`src/rtl/writeback_pkg.sv`:
```
// Shared definitions for the writeback stage: load funct3 codes and FSM state type.
package writeback_pkg;

   // Load funct3 encodings
   localparam logic [2:0] LOAD_LB  = 3'b000;
   localparam logic [2:0] LOAD_LH  = 3'b001;
   localparam logic [2:0] LOAD_LW  = 3'b010;
   localparam logic [2:0] LOAD_LBU = 3'b100;
   localparam logic [2:0] LOAD_LHU = 3'b101;

   // Writeback FSM state, one bit
   typedef enum logic {
      IDLE      = 1'b0,
      WAIT_LOAD = 1'b1
   } wb_state_t;

endpackage

```
`src/rtl/writeback_load_align.sv`:
```
// Load data alignment: selects byte/half from the read word and extends it.
module load_align
   import writeback_pkg::*;
(
   input  logic [31:0] word,
   input  logic [1:0]  offset,
   input  logic [2:0]  funct3,
   output logic [31:0] result
);

   logic [7:0]  byte_sel;
   logic [15:0] half_sel;

   // Pick the addressed byte and halfword out of the word
   always_comb begin
      byte_sel = word[7:0];
      case (offset)
         2'd0:    byte_sel = word[7:0];
         2'd1:    byte_sel = word[15:8];
         2'd2:    byte_sel = word[23:16];
         default: byte_sel = word[31:24];
      endcase
      half_sel = offset[1] ? word[31:16] : word[15:0];
   end

   // Sign/zero extend according to the load type; unknown types pass the word
   always_comb begin
      result = word;
      case (funct3)
         LOAD_LB:  result = {{24{byte_sel[7]}}, byte_sel};
         LOAD_LBU: result = {24'h000000, byte_sel};
         LOAD_LH:  result = {{16{half_sel[15]}}, half_sel};
         LOAD_LHU: result = {16'h0000, half_sel};
         LOAD_LW:  result = word;
         default:  result = word;
      endcase
   end

endmodule

```
`src/rtl/writeback.sv`:
```
// Writeback stage: registers ALU results, waits for load data and aligns it.
module writeback
   import writeback_pkg::*;
(
   input  logic        clk,
   input  logic        reset,
   input  logic [31:0] wb_result,
   input  logic        wb_alu_to_reg,
   input  logic        wb_mem_to_reg,
   input  logic [4:0]  wb_dest_reg_sel,
   input  logic [1:0]  wb_read_address,
   input  logic [2:0]  mem_alu_operation,
   input  logic        wb_branch,
   input  logic        wb_branch_nxt,
   input  logic        dmem_rvalid,
   input  logic [31:0] dmem_rdata,
   output logic        wb_we,
   output logic [4:0]  wb_waddr,
   output logic [31:0] wb_wdata,
   output logic        stall_read,
   output logic        wb_branch_i,
   output logic        wb_branch_nxt_i
);

   wb_state_t   state, state_n;
   logic [4:0]  ld_dest, ld_dest_n;
   logic [1:0]  ld_off, ld_off_n;
   logic [2:0]  ld_f3, ld_f3_n;
   logic        we_n;
   logic [4:0]  waddr_n;
   logic [31:0] wdata_n;
   logic        br_n, br_nxt_n;
   logic [31:0] aligned;

   load_align u_load_align (
      .word   (dmem_rdata),
      .offset (ld_off),
      .funct3 (ld_f3),
      .result (aligned)
   );

   // Next-state and next-output decode
   always_comb begin
      state_n   = state;
      ld_dest_n = ld_dest;
      ld_off_n  = ld_off;
      ld_f3_n   = ld_f3;
      we_n      = 1'b0;
      waddr_n   = wb_waddr;
      wdata_n   = wb_wdata;
      br_n      = wb_branch_i;
      br_nxt_n  = wb_branch_nxt_i;
      case (state)
         IDLE: begin
            br_n     = wb_branch;
            br_nxt_n = wb_branch_nxt;
            if (!wb_branch) begin
               if (wb_mem_to_reg) begin
                  state_n   = WAIT_LOAD;
                  ld_dest_n = wb_dest_reg_sel;
                  ld_off_n  = wb_read_address;
                  ld_f3_n   = mem_alu_operation;
               end else if (wb_alu_to_reg && (wb_dest_reg_sel != 5'd0)) begin
                  we_n    = 1'b1;
                  waddr_n = wb_dest_reg_sel;
                  wdata_n = wb_result;
               end
            end
         end
         WAIT_LOAD: begin
            if (dmem_rvalid) begin
               state_n = IDLE;
               if (ld_dest != 5'd0) begin
                  we_n    = 1'b1;
                  waddr_n = ld_dest;
                  wdata_n = aligned;
               end
            end
         end
         default: state_n = IDLE;
      endcase
   end

   // State and output registers, asynchronously cleared
   always_ff @(posedge clk or negedge reset) begin
      if (!reset) begin
         state           <= IDLE;
         ld_dest         <= '0;
         ld_off          <= '0;
         ld_f3           <= '0;
         wb_we           <= 1'b0;
         wb_waddr        <= '0;
         wb_wdata        <= '0;
         wb_branch_i     <= 1'b0;
         wb_branch_nxt_i <= 1'b0;
      end else begin
         state           <= state_n;
         ld_dest         <= ld_dest_n;
         ld_off          <= ld_off_n;
         ld_f3           <= ld_f3_n;
         wb_we           <= we_n;
         wb_waddr        <= waddr_n;
         wb_wdata        <= wdata_n;
         wb_branch_i     <= br_n;
         wb_branch_nxt_i <= br_nxt_n;
      end
   end

   assign stall_read = (state == WAIT_LOAD);

endmodule

```
`config.mk`:
```
export PLATFORM = sky130hd
export DESIGN_NAME = writeback
export DESIGN_NICKNAME = d
export VERILOG_FILES = /design/src/rtl/writeback_pkg.sv /design/src/rtl/writeback_load_align.sv /design/src/rtl/writeback.sv
export SDC_FILE = /design/constraint.sdc
export NUM_CORES = 1
export LEC_CHECK = 0
export ABC_AREA = 1
export CAP_MARGIN = 30
export CORE_MARGIN = 4
export CORE_UTILIZATION = 45
export CTS_CLUSTER_SIZE = 40
export DETAILED_ROUTE_END_ITERATION = 12
export DONT_BUFFER_PORTS = 1
export HOLD_SLACK_MARGIN = 0.06
export PLACE_DENSITY = 0.64
export SYNTH_ARGS = -nofsm -noshare
export SYNTH_HDL_FRONTEND = slang
export SYNTH_SLANG_ARGS = --single-unit
```
`constraint.sdc`:
```
create_clock -name clk -period 1.7 [get_ports clk]
set_clock_uncertainty 0.05 [all_clocks]
set_input_delay 0.085 -clock clk [delete_from_list [all_inputs] [get_ports clk]]
set_output_delay 0.085 -clock clk [all_outputs]
set_load 0.1 [all_outputs]
```
== Yosys cells after proc, flatten, opt, wreduce, memory -nomap -nowiden ==
Index checks and enable logic that the tools add are counted.
Widths: inputs -> output; s select.
Storage, ports and cells
  bits in registers: 51
  input port bits: 81
  output and inout port bits: 41
  word-level logic and storage cells: 53
Operators by class
  eq/ne operators: 10
  muxes and demuxes: 25
  bitwise logic cells: 2
  reduce and logical (&&, ||, !) cells: 7
Operators with widths (count)
  $mux 32: 5
  $pmux 32 s4: 1
  $pmux 32 s2: 1
  $mux 5: 5
  $pmux 8 s3: 1
  $mux 16: 1
  $pmux 5 s2: 1
  $reduce_bool 5->1: 2
  $mux 1: 8
  $ne 2x2->1 const B: 4
  $eq 3x3->1 const B: 2
  $reduce_and 5->1: 1
  $pmux 1 s2: 2
  $eq 3x1->1 const B: 1
  $logic_not 3->1: 1
  $reduce_and 3->1: 1
  $eq 2x1->1 const B: 1
  $eq 2x2->1 const B: 1
  $logic_not 2->1: 1
  $ne 2x1->1 const B: 1
  $not 1->1: 2
  $logic_and 1x1->1: 1

== Longest topological paths before layout ==
Gate-level depths: netlist of run 1.
  depth after elaboration: 6
  depth in mapped cells: 11

== Hierarchy ==
From an unflattened synthesis of run 1, not the netlist that was laid out.
Second synthesis, totals
  cells, all modules: 523
  area, all modules: 3419.5 um2
By module, submodules not included
  writeback: instances 1, cells an instance 331, area each 2523.7 um2, seq. area each 1276.2 um2
  load_align: instances 1, cells an instance 192, area each 895.9 um2, seq. area each 0.0 um2

== Least setup slack after synthesis of run 1 ==
No wires, ideal clock.
  path kind: register to register
  start: register state, in the netlist stall_read
  end: register wb_wdata[20]
  data arrival time: 1.829 ns
  data required time: 1.530 ns
  path slack: -0.299 ns
  cell stages (with the launch flop): 9
  path buffers: 2
  period minus slack after synthesis: 1.999 ns
  path through: dfrtp_1 -> buf_6 -> nand2_1 -> o21bai_4 -> nand2_8 -> inv_8 -> buf_4 -> nand2_1 -> nand2_1
Between the ends
  longest elaborated chain between the ends: 3
  elaborated cells on any way between the ends: 8
RTL lines
  start, declared: RTL line writeback.sv:25  | wb_state_t state, state_n;
  start signal, assigned: RTL line writeback.sv:97  | state <= state_n;
  $not 1->1 (no source line)
  $ne 2x2->1 (no source line)
  $reduce_and 5->1 (no source line)
  end signal, assigned: RTL line writeback.sv:103  | wb_wdata <= wdata_n;
  end, declared: RTL line writeback.sv:19  | output logic [31:0] wb_wdata,
Several ways; a longest one is shown, not always the timed one.
A chain may end at the register's enable or synchronous reset.

== Worst setup path after layout of run 1 ==
  start: register ld_dest[3]
  end: register wb_wdata[30]
Between the ends
  longest elaborated chain between the ends: 3
RTL lines
  start, declared: RTL line writeback.sv:26  | logic [4:0] ld_dest, ld_dest_n;
  start signal, assigned: RTL line writeback.sv:98  | ld_dest <= ld_dest_n;
  $reduce_bool 5->1: RTL line writeback.sv:73  | if (ld_dest != 5'd0) begin
  $ne 2x1->1 (no source line)
  $reduce_and 5->1 (no source line)
Every way passes these cells.

==> run metrics, run 1 <==
DRT Pass-1 Iters 5; Startpoint Class register; most frequent cells in the layout nand2_1, dlygate4sd3_1, nor2_1; clock transition at the registers of the reported paths approximately 100 ps; ANT cells 0; clk buf depth 2; clock sink count 51; Storage cell area 1280 um2; Switching Power 4.00 mW; Core Area 6910 um2; # fillers 655; placed cell count between 500 and 600; Leak 2.14 nW; hold endpoint wb_wdata[7]; FF-to-FF Start ld_dest[3]; clock latency on the worst-skew pair between 300 and 400 ps; pwr dens ~1500 nW/um2; Slowest-stage cell, CP dfrtp_1; initial antenna violation count 0; Multi-input gate area around 1700 um2; met2 WL 4800 um; remaining antenna violation count 0; Hold Path Class in2reg; die area 8680 um2; Worst Setup Path Type reg2reg; Final TNS setup 0 ps; clock network fraction of total power 0.104; Reg power frac 0.266; Seq cells post-synth between 50 and 60; Crit path required time 1860 ps; largest net degree at the start of global routing 52; Area Growth Syn to Fin 35.4%; crit path time final about 1600 ps; Syn Inst Count 461; met1 wire length roughly 4200 um; Worst path most repeated cell nand2_1; Crit path arrival time 1710 ps; CTS tree built; Pins Over Slew Limit 0; die height 93.2 um; Placement Rows 30; Mapped Area 3270 um2; Seq/Total Area, Yosys 0.391; CP Capture Type register; clk root buf clkbuf_8; max layer used met4; critical path startpoint ld_dest[3]; Net Count, Synth 542; CP Buf/Inv Count 1; crit share post-route 0.912; outcome finished, final reports clean; Max Fclk 0.645 GHz; H-Tree Depth 2; detailed placement HPWL 6840 um; synth warn 0; Finish-stage setup viols 0; max_slew headroom 0.620; final hold slack 61.1 ps; Total GRT Usage 0.232; Final nets 646; initial cell density of the core 0.473; FF-to-FF path depth 8; Post-DP Area 3580 um2; MaxCap Viol Count 0; DIE WIDTH just over 90 um; hold depth 6; R2R setup slack 150 ps; Hold Vio Cnt, Final 0; Routed WL between 9000 and 10000 um; worst-path fanout max 42; worst slew pin tran 569 ps; Sw Ratio 0.587; Top Ports 122; total power draw 6.82 mW; VDD IR max 0.000727 V; Crit path largest cell delay 410 ps; Vias/cell around 5.1; via count 3359; CP top delay family simple AND/OR/NAND/NOR gates; Syn Area/Cell a little over 7 um2; layout cells sized above 1 0.182; DRT iter0 DRCs 255; Design Area, Final around 4400 um2; Unique masters post-synth 26; first-pass GRT wire length 16000 um; DR WL/cell 14.9 um; drt drc 0; number of global-route vias before repair approximately 3.3k; commonest non-fill, non-tap cell in the layout nand2_1; number of buffers created by CTS 5; Layout Cells excl Fill 662; min-delay src dmem_rdata[7]; RSZ-0062 raised after global routing false; Internal 2.81 mW; met3 WL between 600 and 700 um; Placer Congestion 0.876; r2r endpoint wb_wdata[30]; Comb power frac 0.630; count of input and output buffers 0; gr ovfl total 0; worst path cell trace nor2_1 > nand2_1 > o21bai_4 > nand2_8 > inv_8 > nor2_1 > nand2_1 > nand2_1
worst register-to-register path, stage by stage (launching register included):
cell and delay (ps):
dfrtp_1 410, nor2_1 110, nand2_1 90, o21bai_4 190, nand2_8 130, inv_8 240, nor2_1 100, nand2_1 70
nand2_1 50
registers in the layout (all words and copies together), names as in the netlist:
signal,count
wb_we,1
wb_branch_i,1
wb_waddr,5
ld_off,2
ld_dest,5
stall_read,1
ld_f3,3
wb_branch_nxt_i,1
wb_wdata,32
through the flow:
stage,setup WS (ps),util
final,149,0.640
after global routing,12.4,0.640
after CTS,173,0.640
after detailed placement,191,0.518
after global placement,186,0.518
after floorplan,42.4,-
final cells by class:
class                           instances  share of cell area
Clock buffer                            6              0.0164
Sequential cell                        51               0.289
Tap cell                               96              0.0272
Timing Repair Buffer                  124               0.259
Inverter                               27              0.0246
Multi-Input combinational cell        356               0.380
Clock inverter                          2             0.00283
worst max path at each step:
| stage | endpoint | slack (ps) | cells after the start |
|---|---|---|---|
| 2_1_floorplan | wb_wdata[20] | 40 | 8 |
| 3_3_place_gp | wb_wdata[31] | 190 | 8 |
| 3_5_place_dp | wb_wdata[30] | 190 | 8 |
| 4_1_cts | wb_wdata[30] | 170 | 8 |
| 5_1_grt | wb_wdata[30] | 10 | 8 |
| 6_report | wb_wdata[30] | 150 | 8 |
cell usage after synthesis, drive strengths merged:
master	count	area [um2]
a21boi	8	60.1
a21oi	53	280
buf	16	158
clkbuf	11	41.3
dfrtp	51	1280
inv	27	109
nand2	155	648
nand3	24	133
nand4	1	21.3
nor2	88	388
o211ai	1	7.51
o21ai	25	125
o21bai	1	18.8
routing by layer:
metal  global-route usage  up-vias
met2                0.388      120
met5                    0        -
met4               0.0562        0
met1                0.304     1558
met3               0.0523       17
li1                     -     1664
power by group through the flow:
stage | registers, mW | clock network (mW) | logic, mW
after floorplan | 4.16 | 0 | 1.02
after global placement | 1.83 | 0 | 4.09
after detailed placement | 1.84 | 0 | 4.12
after CTS | 1.81 | 0.729 | 4.30
after global routing | 1.86 | 0.780 | 4.52
final | 1.81 | 0.709 | 4.29
cells by family (layout without fill, tap and decap cells):
group | count (synthesis) | count (layout) | synth area share
buffers and inverters | 54 | 159 | 0.0943
DFF | 51 | 51 | 0.391
AOI/OAI and AO/OA | 88 | 88 | 0.151
and+or+nand+nor | 268 | 268 | 0.364
timing repair:
item	in CTS	in global routing
hold buffers	74	0
gates resized for setup	0	0
buffers inserted	0	0
endpoints found under the hold margin	101	0
Power figures use the tool's default switching activity.
==> run 2: changes to the inputs <==
- clock period: 1.7 -> 1.8 ns (I/O delays scaled with it)
==> run 2 against run 1 <==
  * Clock power shrank 1%
  * Critical path depth is the same
  * Register-to-register slack gained 30 ps
  * Die area is the same
  * First-iteration DRC count shrank 19%
  * Non-clock buffer count shrank 5
  * Final area shrank 0.82%
  * Critical endpoint is now wb_wdata[9]
==> run metrics, run 2 (synthesis results as in run 1) <==
outcome finished, final reports clean; most frequent cells in the layout nand2_1, nor2_1, dlygate4sd3_1; Total GRT Usage 0.228 (-0.00397); initial cell density of the core 0.473 (unchanged); R2R setup slack 180 ps (+30 ps); clock network fraction of total power 0.108 (+0.004); Crit path largest cell delay 370 ps (-40 ps); CP Capture Type register; commonest non-fill, non-tap cell in the layout nand2_1; Top Ports 122 (unchanged); via count 3344 (-0.45%); post-CTS setup buffer count 0 (unchanged); Vias/cell 5.09 (+0.31%); detailed placement HPWL 6690 um (-2.3%); clk buf depth 2 (unchanged); Slowest-stage cell, CP dfrtp_1; Pins Over Slew Limit 0 (unchanged); Comb power frac 0.630 (about the same); DRT Pass-1 Iters 5 (unchanged); die height 93.2 um (unchanged); biggest regs wb_wdata: 32 flops, ld_dest: 5 flops, wb_waddr: 5 flops; Placer Congestion 0.827 (-5.6%); Final TNS setup 0 ps (unchanged); DR WL/cell 15.4 um (+3.6%); Internal 2.65 mW (-5.9%); total power draw 6.46 mW (-5.2%); crit share post-route 0.902 (-0.00975); Switching Power 3.82 mW (-4.7%); Routed WL 10100 um (+2.9%); Leak 2.12 nW (-1.0%); clock transition at the registers of the reported paths 100 ps (about the same); Hold Path Class in2reg; die area 8680 um2 (unchanged); Placement Rows 30 (unchanged); Hold Vio Cnt, Final 0 (unchanged); worst-path fanout max 35 (-17%); Finish-stage setup viols 0 (unchanged); VDD IR max 0.000900 V (+24%); register with the most flip-flops wb_wdata; remaining antenna violation count 0 (unchanged); DRT iter0 DRCs 207 (-19%); CP Buf/Inv Count 1 (unchanged); initial antenna violation count 0 (unchanged); H-Tree Depth 2 (unchanged); Area Growth Syn to Fin 34.3%; Layout Cells excl Fill 657 (-0.76%); Reg power frac 0.262 (-0.004); Max Fclk 0.616 GHz (-4.5%); Worst Setup Path Type reg2reg; first-pass GRT wire length 15600 um (-2.6%); gr ovfl total 0 (unchanged); clock sink count 51 (unchanged); number of buffers created by CTS 5 (unchanged); placed cell count 577 (-0.52%); Startpoint Class register; number of global-route vias before repair 3205 (-4.2%); crit path time final 1620 ps (+73.7 ps); Crit path arrival time 1780 ps (+70 ps); MaxCap Viol Count 0 (unchanged); Final nets 641 (-0.77%); worst path cell trace buf_4 > nor2_4 > nand2_2 > nand2_4 > nand2_4 > nand2_1 > nand2_1 > a21oi_1; layout cells sized above 1 0.178 (-0.00373); drt drc 0 (unchanged); max_slew headroom 0.605 (-0.0146); clock latency on the worst-skew pair 310 ps (about the same); worst slew pin tran 591 ps (+21.8 ps); count of input and output buffers 0 (unchanged); clk root buf clkbuf_8; largest net degree at the start of global routing 52 (unchanged); CP top delay family simple AND/OR/NAND/NOR gates; Core Area 6910 um2 (unchanged); max FFs per register 32 (unchanged); Sw Ratio 0.590 (+0.00310); DIE WIDTH 93.2 um (unchanged); CTS tree built; pwr dens 1470 nW/um2 (-4.4%); ANT cells 0 (unchanged); Crit path required time 1950 ps (+90 ps); RSZ-0062 raised after global routing false
run 2: cell count changes in the layout (fill, tap and decap cells not counted):
cell,previous run,this run
dfrtp_4,1,0
clkinv_2,1,0
dlygate4sd3_1,73,71
inv_8,1,0
clkinv_8,0,1
buf_4,49,46
inv_6,0,1
dfrtp_2,0,1
run 2: timing repair:
action                     CTS  global route
setup endpoints to repair    0             8
hold endpoints to repair   100             0
gates resized for setup      0             1
hold buffers                72             0
run 2: path summary, 6_finish.rpt:
path,cells past startpoint,from,to
max,8,ld_f3[1],wb_wdata[9]
min,4,dmem_rdata[9],wb_wdata[9]
max reg2reg,8,ld_f3[1],wb_wdata[9]
min reg2reg,2,wb_wdata[31],wb_wdata[31]
max in group asynchronous,2,reset,stall_read
min in group asynchronous,2,reset,wb_we
run 2: metal layers:
metal	GRT usage	wire length, um	vias to the layer above
met5	0	0	-
met4	0.0684	155	0
met3	0.0547	775	14
met2	0.386	5040	132
met1	0.288	4160	1548
li1	-	-	1650
run 2: through the flow:
stage / hold WS, ps / worst slack (ps) / cell area, um2 / utilization
floorplan: -256 / 79.9 / 3270 / -
global route: 74.7 / 26.1 / 4390 / 0.635
CTS: 66.5 / 127 / 4380 / 0.634
global placement: -254 / 190 / 3550 / 0.514
detailed placement: -254 / 155 / 3550 / 0.514
finish: 75.6 / 176 / 4390 / 0.635
run 2: power groups by stage:
stage / registers, mW / logic (mW) / clock network [mW]
floorplan: 3.92 / 0.964 / 0
global placement: 1.70 / 3.88 / 0
detailed placement: 1.71 / 3.90 / 0
CTS: 1.68 / 4.07 / 0.713
global route: 1.72 / 4.26 / 0.748
finish: 1.69 / 4.07 / 0.699
run 2: layout make-up:
class	instances	area, um2
fill	628	2520
multi-input combinational	356	1680
clock buffer	6	72.6
sequential	51	1280
tap	96	120
inverter	27	114
clock inverter	2	16.3
timing repair buffer	119	1100
run 2: worst register-to-register path, delay by kind of cell, from the launching register on:
family	cells	cell delay [ps]
AO/OA/AOI/OAI	1	80
buffers and inverters	1	350
flip-flops	1	370
AND/OR/NAND/NOR	6	660
==> run 3: changes to the inputs <==
==> constraint.sdc (replaced) <==
create_clock -name clk -period 1.8 [get_ports clk]
set_clock_uncertainty 0.05 [all_clocks]
set_input_delay 0.18 -clock clk [delete_from_list [all_inputs] [get_ports clk]]
set_output_delay 0.18 -clock clk [all_outputs]
set_load 0.1 [all_outputs]
==> run 3 against run 2 <==
  * Critical path depth did not move
  * Via count is 6.2% lower
  * First-iteration DRC count fell by 13%
  * Highest routed layer unchanged
  * Power grew 0.56%
  * Fmax is 2.0% lower
  * Sequential share of layout area up 2.3 points
  * Largest power group unchanged
  * Final area is 7.4% lower
  * Core utilization shrank 4.7 points
  * Sequential power is 3% lower
  * Global-route usage decreased by 1.1 points
  * Critical path type unchanged
  * Non-clock buffer count is 34 lower
==> run metrics, run 3 (synthesis results as in run 1) <==
outcome finished, final reports clean; remaining antenna violation count 0 (unchanged); worst slew pin tran 603 ps (+12.0 ps); count of input and output buffers 0 (unchanged); Crit path required time 1960 ps (about the same); worst-path fanout max 42 (+20%); die area 8680 um2 (unchanged); Hold Vio Cnt, Final 0 (unchanged); max_slew headroom 0.597 (-0.00805); commonest non-fill, non-tap cell in the layout nand2_1; CTS tree built; DRT iter0 DRCs 180 (-13%); total power draw 6.50 mW (+0.56%); R2R setup slack 140 ps (-30 ps); VDD IR max 0.000710 V (-21%); dpl ws 133 ps (-21.6 ps); first-pass GRT wire length 14900 um (-4.5%); register with the most flip-flops wb_wdata; Pins Over Slew Limit 0 (unchanged); Vias/cell 5.04 (-1.1%); clk buf depth 2 (unchanged); ANT cells 0 (unchanged); clk root buf clkbuf_8; FF-to-FF path depth 8 (unchanged); placed cell count 577 (unchanged); largest net degree at the start of global routing 52 (unchanged); initial antenna violation count 0 (unchanged); Placement Rows 30 (unchanged); number of global-route vias before repair 2962 (-7.6%); Routed WL 9430 um (-6.9%); Final nets 607 (-5.3%); Max Fclk 0.604 GHz (-2.0%); Multi-input gate area 1680 um2 (unchanged); layout cells sized above 1 0.192 (+0.0134); most frequent cells in the layout nand2_1, nor2_1, dfrtp_1; Leak 1.99 nW (-6.3%); drt drc 0 (unchanged); Core Area 6910 um2 (unchanged); Storage cell area 1280 um2 (unchanged); DRT Pass-1 Iters 4 (-1); Total GRT Usage 0.217 (-0.0108); biggest regs wb_wdata: 32 flops, ld_dest: 5 flops, wb_waddr: 5 flops; via count 3137 (-6.2%); Worst Setup Path Type reg2reg; gr ovfl total 0 (unchanged); CP Capture Type register; PnR worst setup slack 143 ps (-32.6 ps); crit path time final 1660 ps (+32.6 ps); die height 93.2 um (unchanged); final hold slack 59.7 ps (-15.9 ps); DR WL/cell 15.1 um (-1.9%); FF-to-FF Start ld_dest[3]; max FFs per register 32 (unchanged); Crit path arrival time 1810 ps (+30 ps); Layout Cells excl Fill 623 (-5.2%); clock latency on the worst-skew pair 320 ps (about the same); DIE WIDTH 93.2 um (unchanged); r2r endpoint wb_wdata[30]; clock sink count 51 (unchanged); min-delay src wb_result[22]; initial cell density of the core 0.473 (unchanged); Placer Congestion 0.864 (+4.5%); Final TNS setup 0 ps (unchanged); crit share post-route 0.920 (+0.0181); RSZ-0062 raised after global routing false; # fillers 692 (+10%); Area Growth Syn to Fin 24.3%; clock transition at the registers of the reported paths 100 ps (about the same); hold endpoint wb_wdata[22]; Finish-stage setup viols 0 (unchanged); Top Ports 122 (unchanged); hold depth 4 (unchanged); Startpoint Class register; pwr dens 1600 nW/um2 (+8.6%); number of buffers created by CTS 5 (unchanged); MaxCap Viol Count 0 (unchanged); detailed placement HPWL 6670 um (-0.20%); Hold Path Class in2reg; H-Tree Depth 2 (unchanged)
[run 3: cell types whose count changed in the layout (fill, tap and decap cells not counted)]
cell and delta:
buf_4 +1, clkbuf_1 -1, bufinv_16 +1, buf_12 -1, dlygate4sd3_1 -34
[run 3: final cells by class]
cell class / instances / share of cell area
clock buffer: 5 / 0.0170
clock inverter: 3 / 0.0114
inverter: 27 / 0.0281
multi-input combinational: 356 / 0.414
sequential: 51 / 0.315
tap: 96 / 0.0296
timing repair buffer: 85 / 0.185
[run 3: worst max-delay path: stages, from the launching register on]
cell and delay (ps):
dfrtp_1 410, nor2_1 120, nand2_1 90, o21bai_4 280, nand2_8 190, clkinv_8 210
nor2_1 60, nand2_1 50, nand2_1 50
[run 3: worst max-delay path by stage]
stage	start	end	slack, ps	depth (start not counted)
after global placement	ld_dest[3]	wb_wdata[31]	170	8
after detailed placement	ld_dest[3]	wb_wdata[30]	130	8
after CTS	ld_dest[3]	wb_wdata[30]	100	8
after floorplan	stall_read	wb_wdata[20]	80	8
after global routing	ld_dest[3]	wb_wdata[24]	6	8
final	ld_dest[3]	wb_wdata[30]	140	8
[run 3: repair_timing]
action,in CTS,in global routing
hold buffers,38,0
endpoints found under the hold margin,85,0
resized for setup,0,1
buffers inserted,0,0
setup endpoints to repair,0,13
[run 3: metrics by stage]
step	instance area, um2	utilization
2_1_floorplan	3270	-
3_3_place_gp	3540	0.513
3_5_place_dp	3540	0.513
4_1_cts	4050	0.587
5_1_grt	4060	0.588
6_report	4060	0.588
[run 3: layer usage]
metal | GRT usage | share of wire
met2 | 0.355 | 0.48
met3 | 0.0587 | 0.089
met1 | 0.282 | 0.41
met5 | 0 | 0
met4 | 0.0623 | 0.019
[run 3: report_power, final]
part / leakage [nW] / total [mW] / internal [mW] / switching, mW
sequential: 0.602 / 1.64 / 1.49 / 0.152
combinational: 1.33 / 4.03 / 0.828 / 3.20
clock: 0.0548 / 0.833 / 0.419 / 0.414
total: 1.99 / 6.50 / 2.73 / 3.77
